File: config.mk
export PLATFORM = sky130hd
export DESIGN_NAME = ucode_sequencer
export DESIGN_NICKNAME = d
export VERILOG_FILES = /design/src/rtl/ucode_sequencer.sv
export SDC_FILE = /design/constraint.sdc
export NUM_CORES = 1
export LEC_CHECK = 0
export BUFFER_PORTS_ARGS = -buffer_cell sky130_fd_sc_hd__buf_2
export CORE_MARGIN = 2
export CORE_UTILIZATION = 43
export CTS_CLUSTER_SIZE = 30
export DETAILED_ROUTE_END_ITERATION = 10
export PLACE_DENSITY = 0.85
export SETUP_SLACK_MARGIN = 0.3
export SLEW_MARGIN = 20
export SYNTH_ARGS = -nofsm -noshare
export SYNTH_HDL_FRONTEND = slang
export SYNTH_SLANG_ARGS = --single-unit
File: constraint.sdc
create_clock -name clk -period 1.96 [get_ports clk]
set_input_delay 0 -clock clk [delete_from_list [all_inputs] [get_ports clk]]
set_output_delay 0 -clock clk [all_outputs]
set_load 0.01 [all_outputs]
File: src/rtl/ucode_sequencer.sv
// Microcode sequencer: instruction register, phase counter, fetch/exec/wait/halt control, IRQ injection.
// All outputs registered (1 cycle); WAIT microcommands stall everything until mem_ready.
module ucode_sequencer #(
  parameter int UC_END_BIT   = 27,
  parameter int UC_WAIT_BIT  = 26,
  parameter int UC_LATCH_BIT = 25
) (
  input  logic        clk,
  input  logic        rst_n,
  input  logic [27:0] ucommand,
  input  logic [15:0] mem_rdata,
  input  logic        mem_ready,
  input  logic        halt,
  input  logic        _wait,
  input  logic        ei,
  input  logic        di,
  input  logic        rti,
  input  logic        irq_req,
  input  logic [8:0]  irq_vec,
  output logic [15:0] instruction,
  output logic [2:0]  phase,
  output logic        fetch,
  output logic        exc_triggered,
  output logic        int_en,
  output logic        halted,
  output logic        ucode_err
);

  typedef enum logic [1:0] {S_FETCH, S_EXEC, S_WAITING, S_HALTED} state_t;

  state_t state;
  logic   stall;
  logic   uc_end;
  logic   last_phase;
  logic   int_en_upd;
  logic   unused_ucmd;

  assign stall       = ucommand[UC_WAIT_BIT] & ~mem_ready;
  assign uc_end      = ucommand[UC_END_BIT];
  assign last_phase  = (phase == 3'd7);
  assign unused_ucmd = ^ucommand;

  // rti is applied after di, so only a simultaneous ei+di resolves to disabled
  always_comb begin
    int_en_upd = int_en;
    if (ei)  int_en_upd = 1'b1;
    if (di)  int_en_upd = 1'b0;
    if (rti) int_en_upd = 1'b1;
  end

  always_ff @(posedge clk) begin
    if (!rst_n) begin
      state         <= S_FETCH;
      phase         <= 3'd0;
      fetch         <= 1'b1;
      instruction   <= 16'h0000;
      exc_triggered <= 1'b0;
      int_en        <= 1'b0;
      halted        <= 1'b0;
      ucode_err     <= 1'b0;
    end else begin
      case (state)
        S_FETCH: begin
          if (ucommand[UC_LATCH_BIT] && mem_ready)
            instruction <= mem_rdata;
          if (!stall) begin
            if (uc_end) begin
              phase <= 3'd0;
              state <= S_EXEC;
              fetch <= 1'b0;
            end else if (last_phase) begin
              ucode_err <= 1'b1;
              phase     <= 3'd0;
            end else begin
              phase <= phase + 3'd1;
            end
          end
        end

        S_EXEC: begin
          if (!stall) begin
            if (uc_end) begin
              phase         <= 3'd0;
              exc_triggered <= 1'b0;
              int_en        <= int_en_upd;
              if (halt) begin
                state  <= S_HALTED;
                halted <= 1'b1;
              end else if (_wait) begin
                state <= S_WAITING;
              end else if (irq_req && int_en_upd) begin
                instruction   <= {3'b100, 4'b0000, irq_vec};
                exc_triggered <= 1'b1;
                int_en        <= 1'b0;
              end else begin
                state <= S_FETCH;
                fetch <= 1'b1;
              end
            end else if (last_phase) begin
              // runaway sequence: abandon it, ignore enable strobes, refetch
              ucode_err     <= 1'b1;
              phase         <= 3'd0;
              exc_triggered <= 1'b0;
              state         <= S_FETCH;
              fetch         <= 1'b1;
            end else begin
              phase <= phase + 3'd1;
            end
          end
        end

        S_WAITING: begin
          if (irq_req && int_en) begin
            instruction   <= {3'b100, 4'b0000, irq_vec};
            exc_triggered <= 1'b1;
            int_en        <= 1'b0;
            state         <= S_EXEC;
          end
        end

        S_HALTED: begin
        end
      endcase
    end
  end

endmodule
# After elaboration in Yosys (flattened, before gate mapping)
# Index checks and enable logic that the tools add are counted.
[classes] n_mul=0 bitwise=4 n_mux=47 n_reduce_logical=16 shifts=0 order_cmp=0 div_mod_pow=0 n_addsub=1 n_eq_ne=17
[ops] op="$mux W16" count=7
[ops] op="$pmux W16 S3" count=1
[ops] op="$mux W1" count=24
[ops] op="$mux W2" count=9
[ops] op="$ne A2 B2 Y1 const B" count=9
[ops] op="$reduce_and A4 Y1" count=4
[ops] op="$reduce_and A8 Y1" count=2
[ops] op="$ne A3 B3 Y1 const B" count=4
[ops] op="$reduce_and A7 Y1" count=1
[ops] op="$mux W3" count=2
[ops] op="$pmux W1 S2" count=3
[ops] op="$pmux W2 S3" count=1
[ops] op="$ne A5 B5 Y1 const B" count=1
[ops] op="$reduce_bool A2 Y1" count=2
[ops] op="$add A3 B1 Y3 const B" count=1
[ops] op="$eq A3 B3 Y1 const B" count=1
[ops] op="$logic_and A1 B1 Y1" count=3
[ops] op="$not A1 Y1" count=3
[ops] op="$reduce_bool A3 Y1" count=1
[ops] op="$eq A2 B1 Y1 const B" count=1
[ops] op="$eq A2 B2 Y1 const B" count=1
[ops] op="$logic_not A2 Y1" count=1
[ops] op="$reduce_and A2 Y1" count=1
[ops] op="$reduce_or A2 Y1" count=1
[ops] op="$and A1 B1 Y1" count=1
[totals] wordCells=93 mem_count=0 output_inout_bits=24 inputBits=62 ramBits=0 latchBits=0 rom_bits=0 register_bits=26

# Depth between registers and ports, before layout
# Gate-level depths: netlist of run 1.
[logic_depth] ltp_word=10 ltp_mapped=7 mapped_depth_nobuf=6

# Least setup slack after synthesis of run 1
# Ideal clock, no wire load.
[synth_path] kind="register to register" from="reg state[0]" to="reg instruction[10]" setup_slack_ps=201 setup_ps=72 period_less_slack_ps=1759 required_ps=1888 t_arrival_ps=1688 stages_incl_launch_ff=7 cell_sequence="dfxtp_1 -> inv_1 -> ha_1 -> a21boi_1 -> or2_2 -> a221oi_4 -> mux2i_1"
[synth_via] elab_chain_len=3 elab_cells_between_ends=13 classes_between="9 x eq/ne; 1 x mux; 3 x reduce/logical"
[synth_rtl] item="start: declaration" line_no="31" text="state_t state;"
[synth_rtl] item="start signal: assignment" line_no="53" text="state <= S_FETCH;"
[synth_rtl] item="start signal: assignment" line_no="69" text="state <= S_EXEC;"
[synth_rtl] item="start signal: assignment" line_no="87" text="state <= S_HALTED;"
[synth_rtl] item="$eq A2 B2 Y1 (tied with other cells)" line_no="62" text="case (state)"
[synth_rtl] item="$ne A2 B2 Y1 (no line) or $reduce_bool A3 Y1 (tied branches)"
[synth_rtl] item="$reduce_and A8 Y1 (no line)"
[synth_rtl] item="end signal: assignment" line_no="65" text="instruction <= mem_rdata;"
[synth_rtl] item="end signal: assignment" line_no="92" text="instruction <= {3'b100, 4'b0000, irq_vec};"
[synth_rtl] item="end signal: assignment" line_no="114" text="instruction <= {3'b100, 4'b0000, irq_vec};"
[synth_rtl] item="end: declaration" line_no="20" text="output logic [15:0] instruction,"
# Several ways; a longest one is shown, not always the timed one.
# A chain may end at the register's enable or synchronous reset.

# Worst setup path after layout of run 1
[layout_path] from="reg state[0]" to="reg int_en"
[layout_via] elab_chain_len=3 elab_cells_between_ends=8 classes_between="5 x eq/ne; 1 x mux; 2 x reduce/logical"
[layout_rtl] item="$eq A2 B2 Y1 or $eq A2 B1 Y1 (tied branches)" line_no="62"
[layout_rtl] item="$ne A2 B2 Y1 (no line) or $reduce_bool A2 Y1 (tied branches)"
[layout_rtl] item="$reduce_and A4 Y1 (no line)"
[layout_rtl] item="end signal: assignment" line_no="85" text="int_en <= int_en_upd;"
[layout_rtl] item="end: declaration" line_no="24" text="output logic int_en,"
# Several ways; a longest one is shown, not always the timed one.

==> flow_summary.json, run 1 <==
{
  "htreeDepth": 1,
  "grt_max_degree": 25,
  "min_period_over_period_pct": 85.6,
  "p_leak_nw": 0.967,
  "yosys_warnings": 0,
  "yosysSeqAreaShare_pct": 35.7,
  "grt_overflow": 0,
  "globalplace.congestion": 0.780,
  "start_kind": "flop",
  "start_util_pct": 44.3,
  "drt_pass1_iterations": 4,
  "ios": 86,
  "drv_slew": 0,
  "run_status": "complete, no violations",
  "cts-root-buf": "clkbuf_4",
  "worst_pin_slew_ps": 499,
  "port-buffer-count": 60,
  "postRouteAntennaNets": 0,
  "detail_route.wl_per_cell_um": 12.6,
  "first_global_vias": 1343,
  "clk_pin_slew_ps": 140,
  "syn_inst": 162,
  "powerDensity_nw_per_um2": 848,
  "reg2reg_depth": 6,
  "antenna_found_initial": 0,
  "setup-violations-final": 0,
  "antenna_cells": 0,
  "grtUsageTotal_pct": 18.8,
  "rr_startpoint": "state[0]",
  "clock_latency_ps": 330,
  "fp.coreArea_um2": 3280,
  "numCtsBuffers": 3,
  "cp_max_fo": 4,
  "ys.flop_type": "dfxtp_1",
  "viasPerCell": 5.03,
  "finalSetupTns_ps": 0,
  "worstPathArrival_ps": 1910,
  "cts_num_sinks": 26,
  "fmax_ghz": 0.596,
  "r2r_setup_slack_ps": 280,
  "syn_area_um2": 1460,
  "worstSetupPathType": "reg2reg",
  "areaGrowthSynthToFinish_pct": 41.5,
  "finalPower_mw": 1.75,
  "synth-edff-count": 0,
  "drive_above_1_share_pct": 44.0,
  "rows": 21,
  "hpwl_um": 2460,
  "grt_pass1_wl_um": 5930,
  "vias": 1408,
  "die-area_um2": 3870,
  "final.min_clock_period_ps": 1680,
  "worstPathRequired_ps": 2200,
  "drv.max_cap_violation_count": 0,
  "synth-async-reset-ratio_pct": 0,
  "clock-skew-final_ps": 5.83,
  "synth_area_per_cell_um2": 8.99,
  "rsz0062_at_grt": "yes",
  "die_x_um": 62.2,
  "worst_ir_drop_vdd_mv": 0.483,
  "wirelength_um": 3540,
  "drt_iter0_markers": 29,
  "die_y_um": 62.2,
  "synth_fp_nets": 230,
  "r2r-end": "int_en",
  "ys_ff_latch": 26,
  "hold_viol": 0,
  "crit_path_end_kind": "flop",
  "crit_start": "state[0]",
  "relSlewSlack_pct": 66.7,
  "crit_path_end": "int_en",
  "fin_nets": 304,
  "post-route-drc-count": 0,
  "cts_buffer_depth": 2,
  "ys_types": 36,
  "min_path_type": "in2reg",
  "cts_tree": "done"
}
worst min-delay path by stage:
stage / depth (start not counted) / end / startpoint
detailed placement: 3 / instruction[9] / mem_rdata[9]
finish: 3 / halted / halt
global route: 3 / halted / halt
floorplan: 2 / instruction[10] / mem_rdata[10]
CTS: 3 / halted / halt
global placement: 3 / instruction[9] / mem_rdata[9]
synth_stat cells (all sizes together) (2+ instances only):
| cell type | instances | area [um^2] |
|---|---|---|
| nand2 | 37 | 139 |
| dfxtp | 26 | 521 |
| mux2i | 19 | 190 |
| mux2 | 10 | 113 |
| clkbuf | 8 | 31.3 |
| ha | 6 | 75.1 |
| nand3b | 6 | 45.0 |
| nor2 | 6 | 22.5 |
| inv | 5 | 18.8 |
| a21oi | 4 | 20.0 |
| nor2b | 3 | 18.8 |
| o21ai | 3 | 15.0 |
| a2111oi | 2 | 17.5 |
| a211oi | 2 | 15.0 |
| a221oi | 2 | 35.0 |
| a31oi | 2 | 12.5 |
| nand3 | 2 | 10.0 |
| nor3b | 2 | 15.0 |
| o211ai | 2 | 20.0 |
| or2 | 2 | 12.5 |
flip-flops by register name (all words and copies together), names as in the netlist:
name,cells
fetch,1
exc_triggered,1
state,2
phase,3
instruction,16
int_en,1
halted,1
ucode_err,1
layer usage:
| layer | up-vias | GRT usage, % | share of wire (%) |
|---|---|---|---|
| met4 | 0 | 5.83 | 1.4 |
| met5 | - | 0 | 0 |
| met3 | 5 | 3.62 | 4.5 |
| met2 | 34 | 36.7 | 53 |
| li1 | 717 | - | - |
| met1 | 652 | 20.1 | 41 |
critical path, stage by stage, from the launching register on:
cell and delay (ps):
dfxtp_4 410, inv_4 50, ha_4 150, a21boi_4 140, a2111oi_1 490, mux2i_1 280
nor2_1 60
stage by stage:
step           area (um^2)  hold slack, ps  utilization (%)  worst slack [ps]  cells
6_report              2060            24.1             62.7               282    280
2_1_floorplan         1460             166                -               301    162
4_1_cts               2010            27.2             61.1               285    278
3_3_place_gp          1830             271             55.7               136    266
3_5_place_dp          1830             278             55.7               120    266
5_1_grt               2060            62.8             62.7               191    280
area by class of cell:
class,count,area (um^2)
timing repair buffer,77,452
sequential,26,531
clock buffer,3,22.5
inverter,5,21.3
tap,46,57.6
fill,291,1220
multi-input combinational,123,977
cells in the final DEF, fill, tap and decap left out, drive strengths merged, types with 2 or more instances in the layout:
cell	instances
buf	69
nand2	37
dfxtp	26
mux2i	19
mux2	10
dlygate4sd3	8
nor2	6
nand3b	6
ha	6
inv	5
a21oi	4
o21ai	3
clkbuf	3
nor2b	3
or2	2
nor3b	2
a211oi	2
a2111oi	2
a221o	2
nand3	2
a31oi	2
o211ai	2
a221oi	2
cell families after synthesis:
group | count (synthesis) | synth area share, %
simple gates | 64 | 21.2
mux | 29 | 20.8
buf+inv | 14 | 4.21
compound gates | 23 | 12.9
flops | 26 | 35.7
fa+ha+maj | 6 | 5.15
where the power goes:
part | leakage (nW) | switching, mW | internal (mW) | total (mW)
registers | 0.215 | 0.0654 | 0.629 | 0.694
logic | 0.738 | 0.384 | 0.434 | 0.818
clock network | 0.0138 | 0.162 | 0.0724 | 0.234
repair_timing:
action / in CTS / in global routing
gates resized for setup: 19 / 9
hold endpoints to repair: 8 / 0
buffers inserted: 0 / 2
hold buffers: 8 / 0
setup endpoints to repair: 22 / 21
pin swaps: 2 / 3
gates cloned: 1 / 0
No activity file was read; power rests on OpenSTA's default activity.
==> run 2: changes to the inputs <==
--- a/config.mk
+++ b/config.mk
@@ -7,11 +7,12 @@
 export LEC_CHECK = 0
 export BUFFER_PORTS_ARGS = -buffer_cell sky130_fd_sc_hd__buf_2
 export CORE_MARGIN = 2
-export CORE_UTILIZATION = 43
+export CORE_UTILIZATION = 45
+export CTS_BUF_LIST = sky130_fd_sc_hd__clkbuf_4 sky130_fd_sc_hd__clkbuf_8
 export CTS_CLUSTER_SIZE = 30
 export DETAILED_ROUTE_END_ITERATION = 10
-export PLACE_DENSITY = 0.85
-export SETUP_SLACK_MARGIN = 0.3
+export PLACE_DENSITY = 0.88
+export SETUP_SLACK_MARGIN = 0.1
 export SLEW_MARGIN = 20
 export SYNTH_ARGS = -nofsm -noshare
 export SYNTH_HDL_FRONTEND = slang
==> run 2 against run 1 <==
Sequential cell count is the same. Register-to-register slack worse by 60 ps. Combinational power is 7.7% lower. Worst hold slack worse by 3.8 ps. Setup slack worse by 58 ps. Largest cell class unchanged. Design area fell by 3.9%. Maximum frequency is 3.3% lower. Core utilization up 1.6 points. Clock skew decreased by 2.4 ps. Total power is 4.0% higher. Final cell count down 1.4%.
==> flow_summary.json, run 2 (synthesized netlist as in run 1, its figures left out) <==
{
  "grt_pass1_wl_um": 5690,
  "crit_start": "state[0]",
  "relSlewSlack_pct": 70.4,
  "crit_path_end_kind": "flop",
  "crit_path_end": "instruction[1]",
  "grt_overflow": 0,
  "fp.coreArea_um2": 3080,
  "utilization_pct": 64.3,
  "final_common_cell": "buf_2",
  "largest_reg_flops": 16,
  "start_util_pct": 47.3,
  "areaGrowthSynthToFinish_pct": 35.9,
  "regMostFlops": "instruction",
  "worstSetupPathType": "reg2reg",
  "dpl.cell_count": 263,
  "worst_pin_slew_ps": 444,
  "r2r-end": "instruction[1]",
  "rsz0062_at_grt": "yes",
  "multi_input_area_um2": 900,
  "hpwl_um": 2620,
  "hold_viol": 0,
  "grtUsageTotal_pct": 20.3,
  "worstPathRequired_ps": 2200,
  "dp_slack_ps": -7.10,
  "setup-violations-final": 0,
  "r2r_setup_slack_ps": 220,
  "cts_num_sinks": 26,
  "worstPathArrival_ps": 1970,
  "htreeDepth": 1,
  "powerDensity_nw_per_um2": 918,
  "port-buffer-count": 60,
  "die-area_um2": 3710,
  "cts_tree": "done",
  "drive_above_1_share_pct": 39.2,
  "die_x_um": 60.9,
  "clock_latency_ps": 330,
  "clock-skew-final_ps": 3.42,
  "antenna_cells": 0,
  "postRouteAntennaNets": 0,
  "regArea_um2": 524,
  "run_status": "complete, no violations",
  "post-route-drc-count": 0,
  "cts-root-buf": "clkbuf_4",
  "final_cell_mix": "buf_2 (60), nand2_1 (37), dfxtp_1 (23)",
  "drt_pass1_iterations": 4,
  "final.min_clock_period_ps": 1740,
  "reg_top3": "instruction x16, phase x3, state x2",
  "fmax_ghz": 0.576,
  "cts_buffer_depth": 2,
  "dpl-instance-area_um2": 1810,
  "numCtsBuffers": 3,
  "drv_slew": 0,
  "start_kind": "flop",
  "grt_max_degree": 25,
  "cp_max_fo": 5,
  "rows": 20,
  "drv.max_cap_violation_count": 0,
  "fin_nets": 301,
  "final_cells": 276,
  "whs_ps": 20.3,
  "min_path_type": "in2reg",
  "wirelength_um": 3570,
  "ios": 86,
  "rr_startpoint": "state[0]",
  "whs_path_depth": 3,
  "finalPower_mw": 1.82,
  "final.setup.worst_slack_ps": 225,
  "final_area_um2": 1980,
  "clk_pin_slew_ps": 150,
  "p_leak_nw": 0.965,
  "finalSetupTns_ps": 0,
  "reg2reg_depth": 6,
  "die_y_um": 60.9,
  "antenna_found_initial": 0,
  "detail_route.wl_per_cell_um": 12.9,
  "vias": 1410,
  "first_global_vias": 1378,
  "min_period_over_period_pct": 88.5,
  "drt_iter0_markers": 48,
  "fillers": 285,
  "globalplace.congestion": 0.819,
  "worst_ir_drop_vdd_mv": 0.484,
  "viasPerCell": 5.11
}
==> run 2: cell count changes in the layout (fill, tap and decap cells not counted), sizes merged <==
cell,delta
bufinv,+1
buf,-3
==> run 2: worst max-delay path: stages (launching register included) <==
cell and delay [ps]:
dfxtp_2 380, inv_1 70, ha_1 200, a21boi_1 160, or2_4 280, a221o_2 400
mux2i_1 150
==> run 2: where the power goes <==
group | switching, mW | internal (mW)
logic | 0.371 | 0.385
clock network | 0.172 | 0.207
registers | 0.0549 | 0.627
==> run 2: final cells by class <==
type | count | area share (%)
multi-input cells | 123 | 45.4
flip-flops and latches | 26 | 26.5
repair buffers | 74 | 21.7
well taps | 44 | 2.78
clock inverters | 1 | 1.52
clock buffers | 3 | 1.14
inverters | 5 | 0.948
==> run 2: how the worst min path moves through the flow <==
stage	end	start	slack, ps
6_report	halted	halt	20
5_1_grt	halted	halt	30
4_1_cts	halted	halt	20
3_5_place_dp	instruction[10]	mem_rdata[10]	290
3_3_place_gp	instruction[11]	mem_rdata[11]	270
2_1_floorplan	instruction[10]	mem_rdata[10]	170
==> run 2: routing by layer <==
metal  up-vias  routed length, um  track usage, %  share of wire (%)
li1        712                  -               -                  -
met1       649               1430            21.3                 40
met2        44               1920            39.9                 54
met3         5                179            3.41                5.0
met4         0                 42            7.14                1.2
met5         -                  0               0                  0
==> run 2: timing repair <==
| item | in CTS | in global routing |
|---|---|---|
| setup endpoints to repair | 11 | 20 |
| pin swaps | 0 | 0 |
| buffers inserted | 0 | 0 |
| hold endpoints to repair | 8 | 0 |
| gates resized for setup | 2 | 8 |
| gates cloned | 1 | 0 |
| hold buffers | 8 | 0 |
==> run 3: changes to the inputs <==
--- a/config.mk
+++ b/config.mk
@@ -5,13 +5,14 @@
 export SDC_FILE = /design/constraint.sdc
 export NUM_CORES = 1
 export LEC_CHECK = 0
+export ABC_AREA = 1
 export BUFFER_PORTS_ARGS = -buffer_cell sky130_fd_sc_hd__buf_2
 export CORE_MARGIN = 2
 export CORE_UTILIZATION = 45
-export CTS_BUF_LIST = sky130_fd_sc_hd__clkbuf_4 sky130_fd_sc_hd__clkbuf_8
+export CTS_BUF_LIST = sky130_fd_sc_hd__clkbuf_8
 export CTS_CLUSTER_SIZE = 30
 export DETAILED_ROUTE_END_ITERATION = 10
-export PLACE_DENSITY = 0.88
+export PLACE_DENSITY = 0.87
 export SETUP_SLACK_MARGIN = 0.1
 export SLEW_MARGIN = 20
 export SYNTH_ARGS = -nofsm -noshare
==> run 3 against run 2 <==
Die area up 3.8%. Clock power up 18%. Core utilization down 5.7 points. Count of clock-buffer cells in the layout unchanged. Wire length down 11%. First-iteration DRC count up 27%. Global-route usage down 4.7 points. Register-to-register slack better by 90 ps. Worst hold slack better by 18 ps. Setup slack better by 87 ps. Sequential power up 32%. Clock skew down 0.69 ps. Critical endpoint is now instruction[13].
==> flow_summary.json, run 3 <==
{
  "crit_path_end_kind": "flop",
  "synth-async-reset-ratio_pct": 0,
  "cts-root-buf": "clkbuf_8",
  "cts_tree": "done",
  "drt_iter0_markers": 61,
  "ys_top_cells_by_area": "dfxtp_1 (34%), nand2_1 (11%), nor2_1 (9.7%)",
  "grt_pass1_wl_um": 4630,
  "critPathBufInv": 2,
  "dp_slack_ps": 265,
  "drv.max_cap_violation_count": 0,
  "run_status": "complete, no violations",
  "r2r_setup_slack_ps": 310,
  "powerDensity_nw_per_um2": 1730,
  "largest_reg_flops": 16,
  "first_global_vias": 1147,
  "cp_max_fo": 29,
  "start_util_pct": 46.2,
  "ios": 86,
  "final_cells": 319,
  "ys_types": 26,
  "drt_pass1_iterations": 4,
  "syn_area_um2": 1520,
  "post-cts-setup-buffers": 0,
  "worstSetupPathType": "reg2reg",
  "hpwl_um": 2420,
  "wl_met2_um": 1630,
  "post-route-drc-count": 0,
  "ys.flop_type": "dfxtp_1",
  "p_leak_nw": 1.03,
  "wl_met1_um": 1400,
  "setup-violations-final": 0,
  "numCtsBuffers": 3,
  "yosysMostFrequentCell": "nand2_1",
  "synth_area_per_cell_um2": 7.02,
  "min_path_type": "in2reg",
  "globalplace.congestion": 0.894,
  "dpl-instance-area_um2": 1840,
  "synthTopCellsByCount": "nand2_1 (46), nor2_1 (39), dfxtp_1 (26)",
  "final_area_um2": 1920,
  "htreeDepth": 1,
  "synth_largest_area_cell": "dfxtp_1",
  "met3_length_um": 139,
  "antenna_found_initial": 0,
  "grt_max_degree": 30,
  "final_common_cell": "buf_2",
  "min_period_over_period_pct": 84.1,
  "die_y_um": 62.1,
  "worst_ir_drop_vdd_mv": 0.755,
  "worst_pin_slew_ps": 404,
  "areaGrowthSynthToFinish_pct": 26.9,
  "port-buffer-count": 60,
  "antenna_cells": 0,
  "worstPathRequired_ps": 2170,
  "clock_latency_ps": 270,
  "fin_nets": 342,
  "synth-edff-count": 0,
  "wirelength_um": 3190,
  "vias": 1502,
  "relSlewSlack_pct": 73.0,
  "finalPower_mw": 3.33,
  "drv_slew": 0,
  "cts_num_sinks": 26,
  "critical_path.top_delay_family": "simple AND/OR/NAND/NOR gates",
  "final_cell_mix": "buf_2 (60), nand2_1 (46), nor2_1 (39)",
  "path_cells": "inv_1 > ha_1 > o21ai_4 > nand2_1 > nor2_2 > buf_12 > nand2_2 > nand2_1 > nand2_1 > nor2_1",
  "fp.coreArea_um2": 3280,
  "slowest_delay_ps": 380,
  "slowest_stage": "dfxtp_1",
  "grt_overflow": 0,
  "fmax_ghz": 0.607,
  "reg_top3": "instruction x16, phase x3, state x2",
  "yosysSeqAreaShare_pct": 34.3,
  "ys_ff_latch": 26,
  "utilization_pct": 58.6,
  "routed.top_layer": "met4",
  "regMostFlops": "instruction",
  "cpMostUsedCell": "nand2_1",
  "cts_buffer_depth": 2,
  "detail_route.wl_per_cell_um": 10.0,
  "clock-skew-final_ps": 2.73,
  "postRouteAntennaNets": 0,
  "clk_pin_slew_ps": 90,
  "finalSetupTns_ps": 0,
  "start_kind": "flop",
  "fillers": 306,
  "worstPathArrival_ps": 1860,
  "dpl.cell_count": 314,
  "die-area_um2": 3850,
  "whs_ps": 38.3,
  "hold_viol": 0,
  "viasPerCell": 4.71,
  "rows": 21,
  "yosys_warnings": 0,
  "die_x_um": 62.1,
  "final.setup.worst_slack_ps": 311,
  "rsz0062_at_grt": "no",
  "synth.top_cell.area_share_pct": 34.3,
  "regArea_um2": 520,
  "final.min_clock_period_ps": 1650,
  "syn_inst": 216,
  "drive_above_1_share_pct": 30.8,
  "grtUsageTotal_pct": 15.6,
  "multi_input_area_um2": 827,
  "synth_fp_nets": 284
}
-- run 3: cell families (layout without fill, tap and decap cells) --
kind of cell	count (synthesis)	after routing	synth area share, %
simple gates	111	111	29.9
compound gates	29	29	13.6
buf+inv	35	92	11.3
mux	9	9	5.94
fa+ha+maj	6	6	4.95
flops	26	26	34.3
-- run 3: cell type report --
| cell class | count | area share [%] |
|---|---|---|
| multi-input combinational | 155 | 43.0 |
| sequential | 26 | 27.0 |
| timing repair buffer | 64 | 18.6 |
| inverter | 24 | 4.68 |
| tap | 46 | 2.99 |
| clock buffer | 3 | 2.15 |
| clock inverter | 1 | 1.56 |
-- run 3: worst paths after layout --
check	startpoint	end	cells after the start
max	state[0]	instruction[13]	10
min	mem_rdata[15]	instruction[15]	5
max reg2reg	state[0]	instruction[13]	10
min reg2reg	ucode_err	ucode_err	2
-- run 3: worst reg2reg max path, stage by stage, from the launching register on --
cell,delay (ps)
dfxtp_1,380
inv_1,90
ha_1,280
o21ai_4,110
nand2_1,80
nor2_2,160
buf_12,210
nand2_2,100
nand2_1,60
nand2_1,40
nor2_1,90
-- run 3: repair_timing --
item | CTS | global route
endpoints found under the setup margin | 0 | 2
resized for setup | 0 | 1
hold buffers | 1 | 0
hold endpoints to repair | 1 | 0
-- run 3: power by group --
part / total [mW] / switching (mW) / internal [mW]
registers: 0.901 / 0.136 / 0.765
clock network: 0.446 / 0.172 / 0.273
logic: 1.99 / 1.14 / 0.849
total: 3.33 / 1.44 / 1.89
-- run 3: layer usage --
metal | up-vias | GRT usage (%)
met2 | 37 | 27.7
met3 | 4 | 1.04
li1 | 802 | -
met1 | 659 | 19.6
met4 | 0 | 5.78
met5 | - | 0
